<file path="src/rtl/fetch_controller.sv">
// fetch_controller
// Fetch stage sequencer for a combinational instruction memory. It holds the
// PC, presents it as the memory address every cycle and buffers fetched words
// in a small prefetch queue. Decode takes them over a valid/ready handshake.
// Execute may redirect the PC at any time. Fetching stops at the end of the
// loaded program, and fim is raised once the queue has drained.
//
// Ports:
//   clk           system clock, rising edge
//   reset         asynchronous, active-high reset
//   mem_endereco  byte address to instruction memory (the current PC)
//   mem_instrucao word returned combinationally for mem_endereco
//   desvio_valido redirect request (one-cycle pulse)
//   desvio_alvo   redirect target byte address (low two bits ignored)
//   saida_valida  queue head holds a valid instruction
//   saida_pronta  decode accepts the head this cycle
//   instrucao     instruction at the queue head (0 when empty)
//   pc_saida      byte address of the queue head (0 when empty)
//   fim           program exhausted and queue empty
//   ocupacao      queue entry count, 0..QDEPTH
module fetch_controller #(
  parameter int PROG_WORDS = 13,
  parameter int RESET_PC   = 0,
  parameter int QDEPTH     = 2
) (
  input  logic        clk,
  input  logic        reset,
  output logic [31:0] mem_endereco,
  input  logic [31:0] mem_instrucao,
  input  logic        desvio_valido,
  input  logic [31:0] desvio_alvo,
  output logic        saida_valida,
  input  logic        saida_pronta,
  output logic [31:0] instrucao,
  output logic [31:0] pc_saida,
  output logic        fim,
  output logic [2:0]  ocupacao
);

  localparam int          PW       = (QDEPTH > 2) ? 2 : 1;
  localparam logic [31:0] START_PC = 32'(RESET_PC);
  localparam logic [31:0] END_ADDR = START_PC + 32'(PROG_WORDS) * 32'd4;
  localparam logic [2:0]  QD       = 3'(QDEPTH);

  typedef enum logic [1:0] {S_RUN, S_STALL, S_DRAIN, S_DONE} state_t;

  state_t         state_q, state_d;
  logic [31:0]    pc_q, pc_d;
  logic [2:0]     occ_q, occ_d;
  logic [PW-1:0]  head_q, head_d;
  logic [PW-1:0]  tail_q, tail_d;
  logic           fim_q, fim_d;
  logic [31:0]    pc_buf_q  [QDEPTH];
  logic [31:0]    pc_buf_d  [QDEPTH];
  logic [31:0]    ins_buf_q [QDEPTH];
  logic [31:0]    ins_buf_d [QDEPTH];

  logic pop;
  logic push;

  // Redirect targets are word aligned; the two low bits are dropped.
  logic unused_alvo_bits;
  assign unused_alvo_bits = ^desvio_alvo[1:0];

  always_comb begin
    pop  = (occ_q != 3'd0) && saida_pronta;
    // A full queue still accepts a word when the head leaves this cycle.
    push = ((state_q == S_RUN) || (state_q == S_STALL)) && (pc_q < END_ADDR) &&
           ((occ_q < QD) || pop) && !desvio_valido;

    state_d   = state_q;
    pc_d      = pc_q;
    occ_d     = occ_q;
    head_d    = head_q;
    tail_d    = tail_q;
    pc_buf_d  = pc_buf_q;
    ins_buf_d = ins_buf_q;

    if (desvio_valido) begin
      // Flush wins over any pop this cycle; pointers restart at slot 0.
      pc_d    = {desvio_alvo[31:2], 2'b00};
      occ_d   = 3'd0;
      head_d  = '0;
      tail_d  = '0;
      state_d = S_RUN;
    end else begin
      if (push) begin
        pc_buf_d[tail_q]  = pc_q;
        ins_buf_d[tail_q] = mem_instrucao;
        tail_d            = tail_q + PW'(1);
        pc_d              = pc_q + 32'd4;
      end
      if (pop) begin
        head_d = head_q + PW'(1);
      end
      occ_d = occ_q + 3'(push) - 3'(pop);

      unique case (state_q)
        S_RUN, S_STALL: begin
          if (pc_d >= END_ADDR) begin
            state_d = (occ_d != 3'd0) ? S_DRAIN : S_DONE;
          end else if (state_q == S_RUN) begin
            if ((occ_d == QD) && !pop) state_d = S_STALL;
          end else if (occ_d < QD) begin
            state_d = S_RUN;
          end
        end
        S_DRAIN: begin
          if (occ_d == 3'd0) state_d = S_DONE;
        end
        S_DONE: state_d = S_DONE;
        default: state_d = S_RUN;
      endcase
    end

    // fim is registered alongside the state so it rises with DONE entry.
    fim_d = (state_d == S_DONE);
  end

  always_ff @(posedge clk or posedge reset) begin
    if (reset) begin
      state_q   <= S_RUN;
      pc_q      <= START_PC;
      occ_q     <= 3'd0;
      head_q    <= '0;
      tail_q    <= '0;
      fim_q     <= 1'b0;
      pc_buf_q  <= '{default: '0};
      ins_buf_q <= '{default: '0};
    end else begin
      state_q   <= state_d;
      pc_q      <= pc_d;
      occ_q     <= occ_d;
      head_q    <= head_d;
      tail_q    <= tail_d;
      fim_q     <= fim_d;
      pc_buf_q  <= pc_buf_d;
      ins_buf_q <= ins_buf_d;
    end
  end

  assign mem_endereco = pc_q;
  assign saida_valida = (occ_q != 3'd0);
  assign instrucao    = saida_valida ? ins_buf_q[head_q] : 32'd0;
  assign pc_saida     = saida_valida ? pc_buf_q[head_q] : 32'd0;
  assign fim          = fim_q;
  assign ocupacao     = occ_q;

endmodule
</file>
<file path="config.mk">
export PLATFORM = sky130hd
export DESIGN_NAME = fetch_controller
export DESIGN_NICKNAME = d
export VERILOG_FILES = /design/src/rtl/fetch_controller.sv
export SDC_FILE = /design/constraint.sdc
export NUM_CORES = 1
export LEC_CHECK = 0
export ABC_CLOCK_PERIOD_IN_PS = 7500
export CAP_MARGIN = 15
export CORE_MARGIN = 2
export CORE_UTILIZATION = 50
export CTS_CLUSTER_SIZE = 14
export DETAILED_ROUTE_END_ITERATION = 12
export PLACE_DENSITY = 0.8
export REMOVE_ABC_BUFFERS = 1
export SETUP_SLACK_MARGIN = 0.05
export SLEW_MARGIN = 20
export SYNTH_ARGS = -nofsm -noshare
export SYNTH_HDL_FRONTEND = slang
export SYNTH_SLANG_ARGS = --single-unit
</file>
<file path="constraint.sdc">
create_clock -name clk -period 7.5 [get_ports clk]
set_input_delay 1.125 -clock clk [delete_from_list [all_inputs] [get_ports clk]]
set_output_delay 1.125 -clock clk [all_outputs]
set_load 0.02 [all_outputs]
</file>
* Yosys cells after proc, flatten, opt, wreduce, memory -nomap -nowiden *
Index checks and enable logic that the tools add are counted.

cells by class
  add/sub/neg operators = 5
  order comparisons = 7
  eq/ne operators = 5
  muxes and demuxes = 28
  bitwise operators = 3
  reduce and logical (&&, ||, !) cells = 18

operators by type and width
  kind                                                          number
  two-way mux 32 bit                                            12
  bitwise mux 64 bit                                            2
  adder 32 x 3 -> 32 bit (second input constant)                1
  demux 32 bit (select 1 bit)                                   1
  >= comparator 32 x 6 -> 1 bit (second input constant)         1
  less-than comparator 32 x 6 -> 1 bit (second input constant)  1
  two-way mux 2 bit                                             6
  equality test 2 bit (second input constant)                   3
  logical AND 1 bit                                             6
  less-than comparator 3 x 2 -> 1 bit (second input constant)   2
  one-hot mux 2 bit (3 select lines)                            1
  nonzero test 3 bit                                            2
  two-way mux 1 bit                                             5
  >= comparator 2 bit (second input constant)                   2
  inverter 1 -> 2 bit                                           2
  nonzero test 2 bit                                            2
  adder 3 x 1 -> 3 bit                                          1
  equality test 3 x 2 -> 1 bit (second input constant)          1
  zero test 3 bit                                               1
  two-way mux 3 bit                                             1
  subtractor 3 x 1 -> 3 bit                                     1
  adder 1 bit (second input constant)                           2
  equality test 2 x 1 -> 1 bit (second input constant)          1
  zero test 1 bit                                               2
  6 further kinds                                               7

storage, ports and cells
  register bits = 168
  input port bits = 68
  output and inout port bits = 101
  logic and storage cells = 76

* Longest topological paths before layout *
  depth in word-level cells = 15
  depth in mapped cells = 14
  gate-level depth less buffers = 13

* Worst setup path before layout *
OpenSTA, ideal clock, no wires.

  path kind = input -> register
  start = in desvio_valido
  end = reg state_q[0]
  library setup time = 0.125 ns
  arrival = 3.728 ns
  data required time = 7.375 ns
  path slack = 3.648 ns
  cell stages on the path = 14
  buffers on the path = 2
  cells stage by stage = clkbuf_1 > nor3_1 > o221ai_2 > or3_1 > buf_2 > ha_1 > inv_1 > ha_1 > fa_1 > xnor2_1 > nor3_1 > a21oi_1 > nor2_1 > mux2_2

between the ends
  longest elaborated chain between the ends = 11
  elaborated cells between the ends (all ways) = 20
  those cells by class = add/sub (2); order compare (2); eq/ne (1); mux (10); reduce/logical (5)

RTL lines
  element                                                        line  source
  from (decl)                                                    30    input logic desvio_valido,
  branches (longest 10 deep; another with adder 3 x 1 -> 3 bit)  -
  two-way mux 2 bit *                                            79    if (desvio_valido) begin
  via state_d[0]                                                 47    state_t state_q, state_d;
  to (signal assigned)                                           131   state_q <= state_d;
  to (decl)                                                      47

Mark *: on every way through the listed nets, which the timed path passes. The select of a mux whose other input is x is not followed.
A chain may end at the register's enable or synchronous reset.

* Final worst setup path *
Same ends and word-level chain as after synthesis.

==> results.yml <==
floorplanning:
  die_height_um: 123
  coreArea_mm2: 0.0139
  num_io_pins: 169
  start_util_pct: 51.3
  num_rows: 43
  die_x_um: 123
  fp.dieArea_mm2: 0.0152
logic_synthesis:
  netlist_area_mm2: 0.00712
  yosys.area.top_type: "dfrtp_1"
  ys.warnings.count: 0
  syn_inst: 556
  syn_avg_cell_area_um2: 12.8
  yosysUniqueCellTypes: 34
  synth_top_cell_area_share_pct: 57.0
  yosysSeqAreaShare_pct: 57.0
  yosys_register_bits: 162
  yosys-top-cells-area: "dfrtp_1 (57%), mux2_1 (11%), mux2i_1 (9.0%), nor2b_1 (5.0%), mux2_2 (4.7%)"
clock_tree:
  cts.sinks: 162
  insertion_delay_ps: 410
  cts-buffers-inserted: 17
  cts_root_buffer: "clkbuf_16"
  cts_resized: 0
  holdBufCountCts: 0
  cts_tree: "done"
  htreeDepth: 4
  post-cts-setup-buffers: 0
  clock_path_buffers: 2
  clk_pin_slew_ps: 60
detailed_routing:
  drt.antenna.violating_nets: 0
  totalWireLength_um: 14900
  vias: 4684
  avgRoutedWirePerCell_um: 16.6
  drcViolationCount: 0
  drt_pass1_iterations: 6
  via_per_inst: 5.20
  drt_iter0_markers: 211
critical_path:
  cp_slowest_cell: "or3_1"
  start_kind: "primary input"
  worstPathArrival_ps: 4680
  critPathTopFamily: "simple AND/OR/NAND/NOR gates"
  r2r_start: "mem_endereco[12]"
  end_kind: "register"
  cp_max_fo: 44
  cp_slowest_stage_delay_ps: 520
  cp_cell_sequence: "clkdlybuf4s50_1, buf_4, nor3_1, o221ai_2, or3_1, ha_1, inv_1, ha_1, fa_1, xnor2_1, nor3_1, a21oi_1, nor2_1, mux2_2"
  crit_buf_inv: 3
  startpoint: "desvio_valido"
  critPathKind: "primary input to register"
  critical_path_required_ps: 7800
place:
  place.gp.congestion: 0.824
  place_area_mm2: 0.00879
  dp_hpwl_um: 9420
  placed_cells: 868
  io_buffers: 162
timing:
  post-route-min-period_ps: 4390
  finalSetupTns_ps: 0
  hold_violations: 0
  clock-skew-final_ps: 10.2
  rsz0062_at_grt: "false"
  holdWs_ps: 483
  fmax_ghz: 0.228
  final_max_slew_viol_count: 0
  relSlewSlack_pct: 30.1
  setup_viol: 0
  worst_pin_slew_ps: 1050
  finalCritPeriodShare_pct: 58.5
grt:
  grt_start_max_net_pins: 88
  antenna_found_initial: 0
  grt_pass1_wl_um: 24500
  grt_pass1_vias: 4996
  grtUsageTotal_pct: 20.9
  grt_overflow: 0
finish:
  final_nets: 782
  design_area_mm2: 0.00946
  syn2layout_area_growth_pct: 33.0
  layout-drive-gt1-share_pct: 9.72
  layout.cells.non_filler: 900
  insertedDiodeCount: 0
power:
  internal_power_mw: 1.73
  p_per_area_mw_per_mm2: 252
  switching_share_pct: 27.8
  p_comb_share_pct: 21.0
  vdd_drop_max_mv: 0.156
  leakage_nw: 4.39
  p_seq_share_pct: 40.1
  clkPwrFrac_pct: 38.9
  netSwitchingPower_uw: 663
  p_total_mw: 2.39
min_path:
  min_from: "ins_buf_q[36]"
  hold_class: "register to register"
status:
  status: "completed"
flow_run:
  maxCapViolCount: 0
[state kept, by name, summed over array words and instances (netlist names)]
register / cells
pc_buf_q: 60
fim: 1
state_q: 2
ins_buf_q: 64
ocupacao: 3
head_q: 1
mem_endereco: 30
tail_q: 1
[through the flow]
| stage | utilization, % | setup WS (ps) |
|---|---|---|
| 2_1_floorplan | - | 2000 |
| 3_3_place_gp | 63.3 | 2900 |
| 3_5_place_dp | 63.3 | 2700 |
| 4_1_cts | 68.0 | 3120 |
| 5_1_grt | 68.2 | 2920 |
| 6_report | 68.2 | 3110 |
[synth_stat cells (all sizes together)]
library cell / count
a41oi: 2
conb: 1
a21o: 1
nand3: 2
nor2b: 57
mux2: 98
or4b: 1
mux2i: 64
nor2: 73
inv: 10
xnor2: 6
fa: 1
xor2: 1
o31a: 1
dfrtp: 162
clkbuf: 15
nor4: 7
nand2b: 1
a21oi: 2
o21ai: 5
o221ai: 2
nand4: 2
nor3: 7
buf: 21
ha: 5
or3: 1
o2111ai: 1
nand2: 7
[metal layers]
metal	up-vias	global-route usage [%]	share of wire, %
li1	2185	-	-
met1	2354	24.9	42
met2	132	35.7	50
met3	13	7.75	6.6
met4	0	5.75	0.97
met5	-	0	0
[path summary, 6_finish.rpt]
path	end	slack (ps)	cells after the start
worst max-delay path	state_q[0]	3110	14
worst min-delay path	ins_buf_q[36]	480	1
worst max register to register	state_q[0]	3860	12
worst min register to register	ins_buf_q[36]	480	1
max in group asynchronous	ins_buf_q[26]	4820	3
min in group asynchronous	ins_buf_q[36]	1230	2
[cell type report]
cell class	instances	area [µm²]
timing repair buffer	166	1670
clock inverter	10	181
multi-input combinational	351	2820
inverter	10	42.5
sequential	162	4060
tap	180	225
fill	980	4420
clock buffer	21	460
[power groups by stage]
stage               clock, mW  sequential, mW  combinational [mW]
floorplan                   0            1.02               0.265
global placement            0            1.02               0.442
detailed placement          0            1.02               0.452
CTS                     0.949            1.01               0.455
global route            0.993           0.965               0.546
finish                  0.929           0.959               0.502
[cells by family (layout without fill, tap and decap cells)]
kind of cell             Yosys count  after routing  synth area share, %
other                              1              4               0.0527
XOR/XNOR                           7              7                0.862
AND/OR/NAND/NOR                  158            158                 11.4
adder cells (fa/ha/maj)            6              6                 1.16
AO/OA/AOI/OAI                     14             14                 1.42
flip-flops                       162            162                 57.0
buffers and inverters             46            207                 3.59
multiplexers                     162            162                 24.5
[layout by cell type (no fill, tap or decap), types with 3 or more instances in the layout]
cell,count
buf_4,3
bufinv_16,5
clkbuf_16,17
clkdlybuf4s50_1,162
clkinv_2,3
conb_1,4
dfrtp_1,161
ha_1,5
inv_1,9
mux2_1,68
mux2_2,30
mux2i_1,64
nand2_1,7
nor2_1,71
nor2b_1,57
nor3_1,6
nor4_1,7
o21ai_0,5
xnor2_1,6
Note: power is estimated with default switching activity, not from simulation.
